`config.mk`:
```
export PLATFORM = sky130hd
export DESIGN_NAME = fetch_sequencer
export DESIGN_NICKNAME = d
export VERILOG_FILES = /design/src/rtl/fetch_sequencer_pkg.sv /design/src/rtl/fetch_pc_reg.sv /design/src/rtl/fetch_sequencer.sv
export SDC_FILE = /design/constraint.sdc
export NUM_CORES = 1
export LEC_CHECK = 0
export ABC_AREA = 1
export BUFFER_PORTS_ARGS = -buffer_cell sky130_fd_sc_hd__buf_2
export CAP_MARGIN = 20
export CORE_MARGIN = 4
export CORE_UTILIZATION = 40
export CTS_CLUSTER_SIZE = 12
export DETAILED_ROUTE_END_ITERATION = 8
export MAX_ROUTING_LAYER = met4
export PLACE_DENSITY = 0.67
export REMOVE_ABC_BUFFERS = 1
export SETUP_SLACK_MARGIN = 0.05
export SLEW_MARGIN = 20
export SYNTH_ARGS = -nofsm -noshare
export SYNTH_HDL_FRONTEND = slang
export SYNTH_SLANG_ARGS = --single-unit
```
`constraint.sdc`:
```
create_clock -name clk -period 2.36 [get_ports clk]
set_input_delay 0.118 -clock clk [delete_from_list [all_inputs] [get_ports clk]]
set_output_delay 0.118 -clock clk [all_outputs]
set_load 0.01 [all_outputs]
```
`src/rtl/fetch_sequencer_pkg.sv`:
```
// Shared types and constants for the fetch sequencer and its pc register.
package fetch_sequencer_pkg;

    localparam int ADDR_W  = 8;
    localparam int INSTR_W = 16;

    localparam logic [ADDR_W-1:0]  PC_STEP           = 8'd2;
    localparam logic [INSTR_W-1:0] HALT_WORD_DEFAULT = 16'h0000;

    typedef enum logic [2:0] {
        S_IDLE,
        S_ISSUE,
        S_WAIT,
        S_VALID,
        S_HALTED
    } fetch_state_e;

    // Instructions are halfword aligned; address bit 0 never reaches the pc.
    function automatic logic [ADDR_W-1:0] align_pc(input logic [ADDR_W-1:0] a);
        return {a[ADDR_W-1:1], 1'b0};
    endfunction

endpackage

```
`src/rtl/fetch_pc_reg.sv`:
```
// Program counter: reset load, redirect load (priority) and +PC_STEP increment.
module fetch_pc_reg
    import fetch_sequencer_pkg::*;
#(
    parameter logic [ADDR_W-1:0] RESET_PC = 8'h00
) (
    input  logic              clk,
    input  logic              reset_n,
    input  logic              load,
    input  logic [ADDR_W-1:0] load_pc,
    input  logic              inc,
    output logic [ADDR_W-1:0] pc
);

    always_ff @(posedge clk or negedge reset_n) begin
        if (!reset_n)
            pc <= align_pc(RESET_PC);
        else if (load)
            pc <= align_pc(load_pc);
        else if (inc)
            pc <= pc + PC_STEP;
    end

endmodule

```
`src/rtl/fetch_sequencer.sv`:
```
// Fetch sequencer: pc ownership, registered-memory fetch, valid/ready delivery, redirect, HALT.
// Define FETCH_LOADER_EN to add the idle-time byte loader on the memory write port.
module fetch_sequencer
    import fetch_sequencer_pkg::*;
#(
    parameter logic [ADDR_W-1:0]  RESET_PC  = 8'h00,
    parameter logic [INSTR_W-1:0] HALT_WORD = HALT_WORD_DEFAULT
) (
    input  logic               clk,
    input  logic               reset_n,
    input  logic               fetch_en,
    output logic [ADDR_W-1:0]  mem_addr,
    input  logic [INSTR_W-1:0] mem_rdata,
    output logic [INSTR_W-1:0] instr,
    output logic [ADDR_W-1:0]  instr_pc,
    output logic               instr_valid,
    input  logic               instr_ready,
    input  logic               redirect_valid,
    input  logic [ADDR_W-1:0]  redirect_pc,
    output logic               halted
`ifdef FETCH_LOADER_EN
    ,
    input  logic               ld_valid,
    input  logic [ADDR_W-1:0]  ld_addr,
    input  logic [7:0]         ld_data,
    output logic               ld_ready,
    output logic               mem_we,
    output logic [7:0]         mem_wdata
`endif
);

    fetch_state_e      state;
    logic [ADDR_W-1:0] pc;
    logic              pc_inc;

    assign pc_inc = (state == S_VALID) && instr_ready && !redirect_valid
                    && (instr != HALT_WORD);

    fetch_pc_reg #(
        .RESET_PC (RESET_PC)
    ) u_pc (
        .clk     (clk),
        .reset_n (reset_n),
        .load    (redirect_valid),
        .load_pc (redirect_pc),
        .inc     (pc_inc),
        .pc      (pc)
    );

    // Redirect overrides every state; the WAIT capture is skipped so a stale word never shows.
    always_ff @(posedge clk or negedge reset_n) begin
        if (!reset_n) begin
            state       <= S_IDLE;
            instr       <= '0;
            instr_pc    <= '0;
            instr_valid <= 1'b0;
            halted      <= 1'b0;
        end else if (redirect_valid) begin
            state       <= S_ISSUE;
            instr_valid <= 1'b0;
            halted      <= 1'b0;
        end else begin
            case (state)
                S_IDLE:   if (fetch_en) state <= S_ISSUE;
                S_ISSUE:  state <= S_WAIT;
                S_WAIT: begin
                    instr       <= mem_rdata;
                    instr_pc    <= pc;
                    instr_valid <= 1'b1;
                    state       <= S_VALID;
                end
                S_VALID: begin
                    if (instr_ready) begin
                        instr_valid <= 1'b0;
                        if (instr == HALT_WORD) begin
                            state  <= S_HALTED;
                            halted <= 1'b1;
                        end else begin
                            state  <= S_ISSUE;
                        end
                    end
                end
                S_HALTED: state <= S_HALTED;
                default:  state <= S_IDLE;
            endcase
        end
    end

`ifdef FETCH_LOADER_EN
    logic ld_arm;

    // Keeps ld_ready low while reset is held and for the first edge after release.
    always_ff @(posedge clk or negedge reset_n) begin
        if (!reset_n)
            ld_arm <= 1'b0;
        else
            ld_arm <= 1'b1;
    end

    assign ld_ready  = ld_arm && !redirect_valid
                       && (state == S_IDLE || state == S_HALTED);
    assign mem_we    = ld_valid && ld_ready;
    assign mem_wdata = mem_we ? ld_data : 8'h00;
    assign mem_addr  = mem_we ? ld_addr : pc;
`else
    assign mem_addr  = pc;
`endif

endmodule
```
== After elaboration in Yosys (flattened, before gate mapping) ==
Cells that the tools add are included.

* Output and inout bits: 34
* Register bits after elaboration: 37
* Input bits: 29

* Multiplexer cells: 14
* Bitwise operators: 1
* $add $sub $neg: 1
* Eq/ne operators: 6
* Reductions and logical operators: 16

{| class="wikitable"
|+ Operators by type and width
! cell !! count
|-
| logical NOT 16 bit || 1
|-
| two-way mux 8 bit || 2
|-
| nonzero test 16 bit || 1
|-
| case mux 3 bit (5 select lines) || 1
|-
| two-way mux 3 bit || 4
|-
| adder 8 x 2 -> 8 bit (second input constant) || 1
|-
| nonzero test 2 bit || 4
|-
| equality test 3 x 2 -> 1 bit (second input constant) || 2
|-
| two-way mux 1 bit || 6
|-
| inequality test 3 bit (second input constant) || 2
|-
| AND reduction 2 bit || 3
|-
| equality test 3 x 1 -> 1 bit (second input constant) || 1
|-
| equality test 3 bit (second input constant) || 1
|-
| logical AND 1 bit || 3
|-
| logical NOT 3 bit || 1
|-
| AND reduction 3 bit || 1
|-
| nonzero test 3 bit || 1
|-
| case mux 1 bit (2 select lines) || 1
|-
| logical NOT 1 bit || 1
|-
| inverter 1 bit || 1
|}

== Longest topological paths before layout ==
* Depth in word-level cells: 6
* Depth in mapped cells: 9
* Mapped depth without buffers: 9

== Modules after synthesis ==
A second synthesis with hierarchy kept.

* Cell total of the unflattened synthesis: 154
* Area total of the unflattened synthesis: 1754.2 um2

{| class="wikitable"
|+ By module, submodules not included
! module !! cells each !! area an instance (um2) !! times used !! seq. area each (um2)
|-
| fetch_sequencer || 101 || 1308.8 || 1 || 725.7
|-
| fetch_pc_reg || 53 || 445.4 || 1 || 175.2
|}

== Worst setup path after synthesis ==
OpenSTA, ideal clock, no wires.

* Path type: register to register
* Start: register instr[1]
* End: register u_pc.pc[7]
* Stages on the path, launching flop included: 9
* Buffers on the path: 0
* Arrival: 1124 ps
* Required time: 2243 ps
* Slack: 1119 ps
* Period minus slack after synthesis: 1241 ps
* Cells stage by stage: dfrtp_1 -> nor2_1 -> nand2_1 -> nor2_1 -> nand2_1 -> nand2_2 -> nand2_4 -> nand2_1 -> nand2_1

* Word-level cells in the longest chain between the ends: 3

{| class="wikitable"
|+ Ends and longest elaborated chain
! item !! line !! text
|-
| start, declared || fetch_sequencer.sv:14 || <nowiki>output logic [INSTR_W-1:0] instr,</nowiki>
|-
| start signal, assigned || fetch_sequencer.sv:67 || <nowiki>instr <= mem_rdata;</nowiki>
|-
| nonzero test 16 bit || fetch_sequencer.sv:37 || <nowiki>&& (instr != HALT_WORD);</nowiki>
|-
| logical AND 1 bit || fetch_sequencer.sv:37 ||
|-
| nonzero test 2 bit (no line) || - ||
|-
| end signal, assigned || fetch_pc_reg.sv:17 || <nowiki>pc <= align_pc(RESET_PC);</nowiki>
|-
| end signal, assigned || fetch_pc_reg.sv:19 || <nowiki>pc <= align_pc(load_pc);</nowiki>
|-
| end signal, assigned || fetch_pc_reg.sv:21 || <nowiki>pc <= pc + PC_STEP;</nowiki>
|-
| end, declared || fetch_pc_reg.sv:12 || <nowiki>output logic [ADDR_W-1:0] pc</nowiki>
|}

Every way passes these cells.
A chain may end at the register's enable or synchronous reset.

== Worst setup path in the final report ==
* Start: register instr[5]
* End: register u_pc.pc[7]

Same word-level chain as after synthesis.

==> run metrics <==
H-tree depth=2; worst r2r src=instr[5]$_DFFE_PN0P_; syn avg cell area=approximately 7.8 sq um; asr flop ratio synth=1.000; Total GRT Usage=0.1614; area of the multi-input gates=730.7 sq um; Leak=0.001184 uW; CTS root buffer=clkbuf_8; critical path endpoint category=flip-flop; CORE AREA=0.004029 sq mm; register area=875.8 sq um; Synth Area in Adders=0.007440; Starting Density=0.4174; Post-CTS Setup Inserts=0; area grow syn2layout=25.07%; via count=between 1500 and 2000; final core utilization=0.5221; placed insts=317; Pre-antenna DRT Iters=4; Vias/cell=4.671; crit path from=instr[5]$_DFFE_PN0P_; gr busiest metal=met2; kind of critical path=flip-flop to flip-flop; Seq pwr share=0.434; # clock sinks=35; GR Util met2=0.2455; Critical Path Fanout Max=8; Post-Synth Simple-Gate Area=0.3832; critical path required time=2540 ps; RSZ-0062 raised after global routing=false; complex-gate fraction of the synthesized area=0.03423; # rows=23; met3 Use GR=0.04408; First DRT Iteration DRCs=68; drc violations=0; Comb power frac=0.384; CTS buffer count=5; Switching Fraction=0.3916; I/O pin total=63; HP Start=mem_rdata[9]; Post-synth EDFFs=0; chip width=72.84 um; area of the die=0.005306 sq mm; clk buf depth=2; port buffer count=59; initial antenna violation count=0; Int Pwr=around 1400 uW; post-synthesis cell count=215; post-route insts no fill=roughly 330; YS warnings=0; Unique masters post-synth=23; Post-CTS Resized=0; relative slew slack=0.4902; clock skew=5.230 ps; Setup TNS=0 ps; Worst Max-Slew Pin Slew=between 700 and 800 ps; Arr. time, crit path=between 1500 and 2000 ps; worst skew pair latency=about 280 ps; Psw=about 900 uW; Clock power frac=0.182; most common cell in the netlist=nand2_1; register area share after synthesis=0.5208; DRT Wirelength=3.882 mm; mapped cell area=about 0.0017 sq mm; largest net degree at the start of global routing=36; final slew viol count=0; clock-pin slew on the worst setup and hold paths=about 70 ps; Fill cells=416; period utilization=0.6012; commonest register cell after synthesis=dfrtp_1; first-pass GRT wire length=about 6.3 mm; Peak Freq=~700 MHz; top-area cell type share of the netlist area=0.5208; worst vdd ir=0.3369 mV; vias in the first global route=between 1000 and 1500; CTS tree=done; minimum clock period=1419 ps; combinational family with the most area after synthesis=simple AND/OR/NAND/NOR gates; Power per Cell Area=1121 mW/mm^2; XOR/XNOR Fraction of Synth Area=0.005208; cell taking the most area after synthesis=dfrtp_1; share of post-route cells with drive strength above 1=0.2764; hpwl dp=2.785 mm; Final setup viols=0; met1 usage=0.2030; diodes inserted=0; maxcap violations=0; ranking of synthesized cells by area=dfrtp_1 52%, nand2_1 19%, nand3_1 9.8%; Post-synth top cells=86 x nand2_1, 35 x dfrtp_1, 33 x nand3_1; wire per inst=11.94 um; Layout Nets=305; Hold/Removal Path Class=primary input to flip-flop; grt ovf=0; crit start category=flip-flop; mux share of post-synthesis cell area=0; #FFs+latches synth=35; Die Y=72.84 um; post-route ant nets=0; status=complete, no violations; endpoints failing hold=0; Final Wtd Congestion=0.8456
layout make-up:
| cell class | count | share of cell area |
|---|---|---|
| tap | 50 | 0.02974 |
| multi-input combinational | 164 | 0.3474 |
| inverter | 7 | 0.01249 |
| clock buffer | 6 | 0.03926 |
| timing repair buffer | 62 | 0.1523 |
| sequential | 35 | 0.4164 |
| clock inverter | 1 | 0.002380 |
per-stage QoR:
step,total power (uW),worst slack (ps),hold WS (ps),area (sq um)
CTS,2394,909.4,52.17,2103
floorplan,1561,496.4,-177.6,1633
finish,2357,941.1,60.73,2103
global route,2560,745.3,69.89,2103
detailed placement,1956,918.7,242.4,2006
global placement,1938,930.0,245.9,2006
cell usage in the layout, fill, tap and decap left out, types with 3 or more instances in the layout:
cell type / instances
inv_1: 5
dfrtp_1: 35
nor2_1: 20
nand3b_1: 3
nand3_1: 33
clkbuf_8: 6
nand2_1: 86
buf_2: 59
o21ai_0: 6
cells by family (layout without fill, tap and decap cells):
logic type,Yosys count,after routing
AOI/OAI and AO/OA,11,11
adders and majority gates,1,1
xor gates and xnor gates,1,1
DFF,35,35
other,1,2
and+or+nand+nor,149,149
buffers and inverters,17,76
per-layer routing:
layer  vias up  routed length (um)
li1        802                   -
met1       673                1737
met2        39                1859
met3         4                 234
met4         0                  51
met5         -                   0
registers in the layout, summed over array words and instances (netlist names):
register and cells:
instr 16, state 3, instr_pc 7, instr_valid 1, u_pc.pc 7, halted 1
final timing paths:
path                                      endpoint  slack [ps]  cells past startpoint
setup / recovery            u_pc.pc[7]$_DFFE_PN0P_         940                      8
hold / removal                instr[9]$_DFFE_PN0P_          60                      3
setup reg to reg            u_pc.pc[7]$_DFFE_PN0P_         940                      8
hold reg to reg            instr_pc[3]$_DFFE_PN0P_         470                      2
max in group asynchronous     instr[5]$_DFFE_PN0P_        1430                      2
min in group asynchronous   u_pc.pc[7]$_DFFE_PN0P_         450                      2
repair_timing:
item	4_1_cts	5_1_grt
hold endpoints to repair	35	0
setup endpoints to repair	0	0
hold buffers	1	0
worst max-delay path, stage by stage, from the launching register on:
cell,delay (ps)
dfrtp_1,390
nor2_1,100
nand2_1,70
nor2_1,210
nand2_1,130
nand2_2,180
nand2_4,110
nand2_1,80
nand2_1,50
power groups by stage:
stage	logic [uW]	registers [uW]	clock network, uW
after floorplan	439	1120	0
after global placement	908	1030	0
after detailed placement	922	1030	0
after CTS	926	1020	444
after global routing	1030	1060	465
final	906	1020	428
Note: power is estimated with default switching activity, not from simulation.
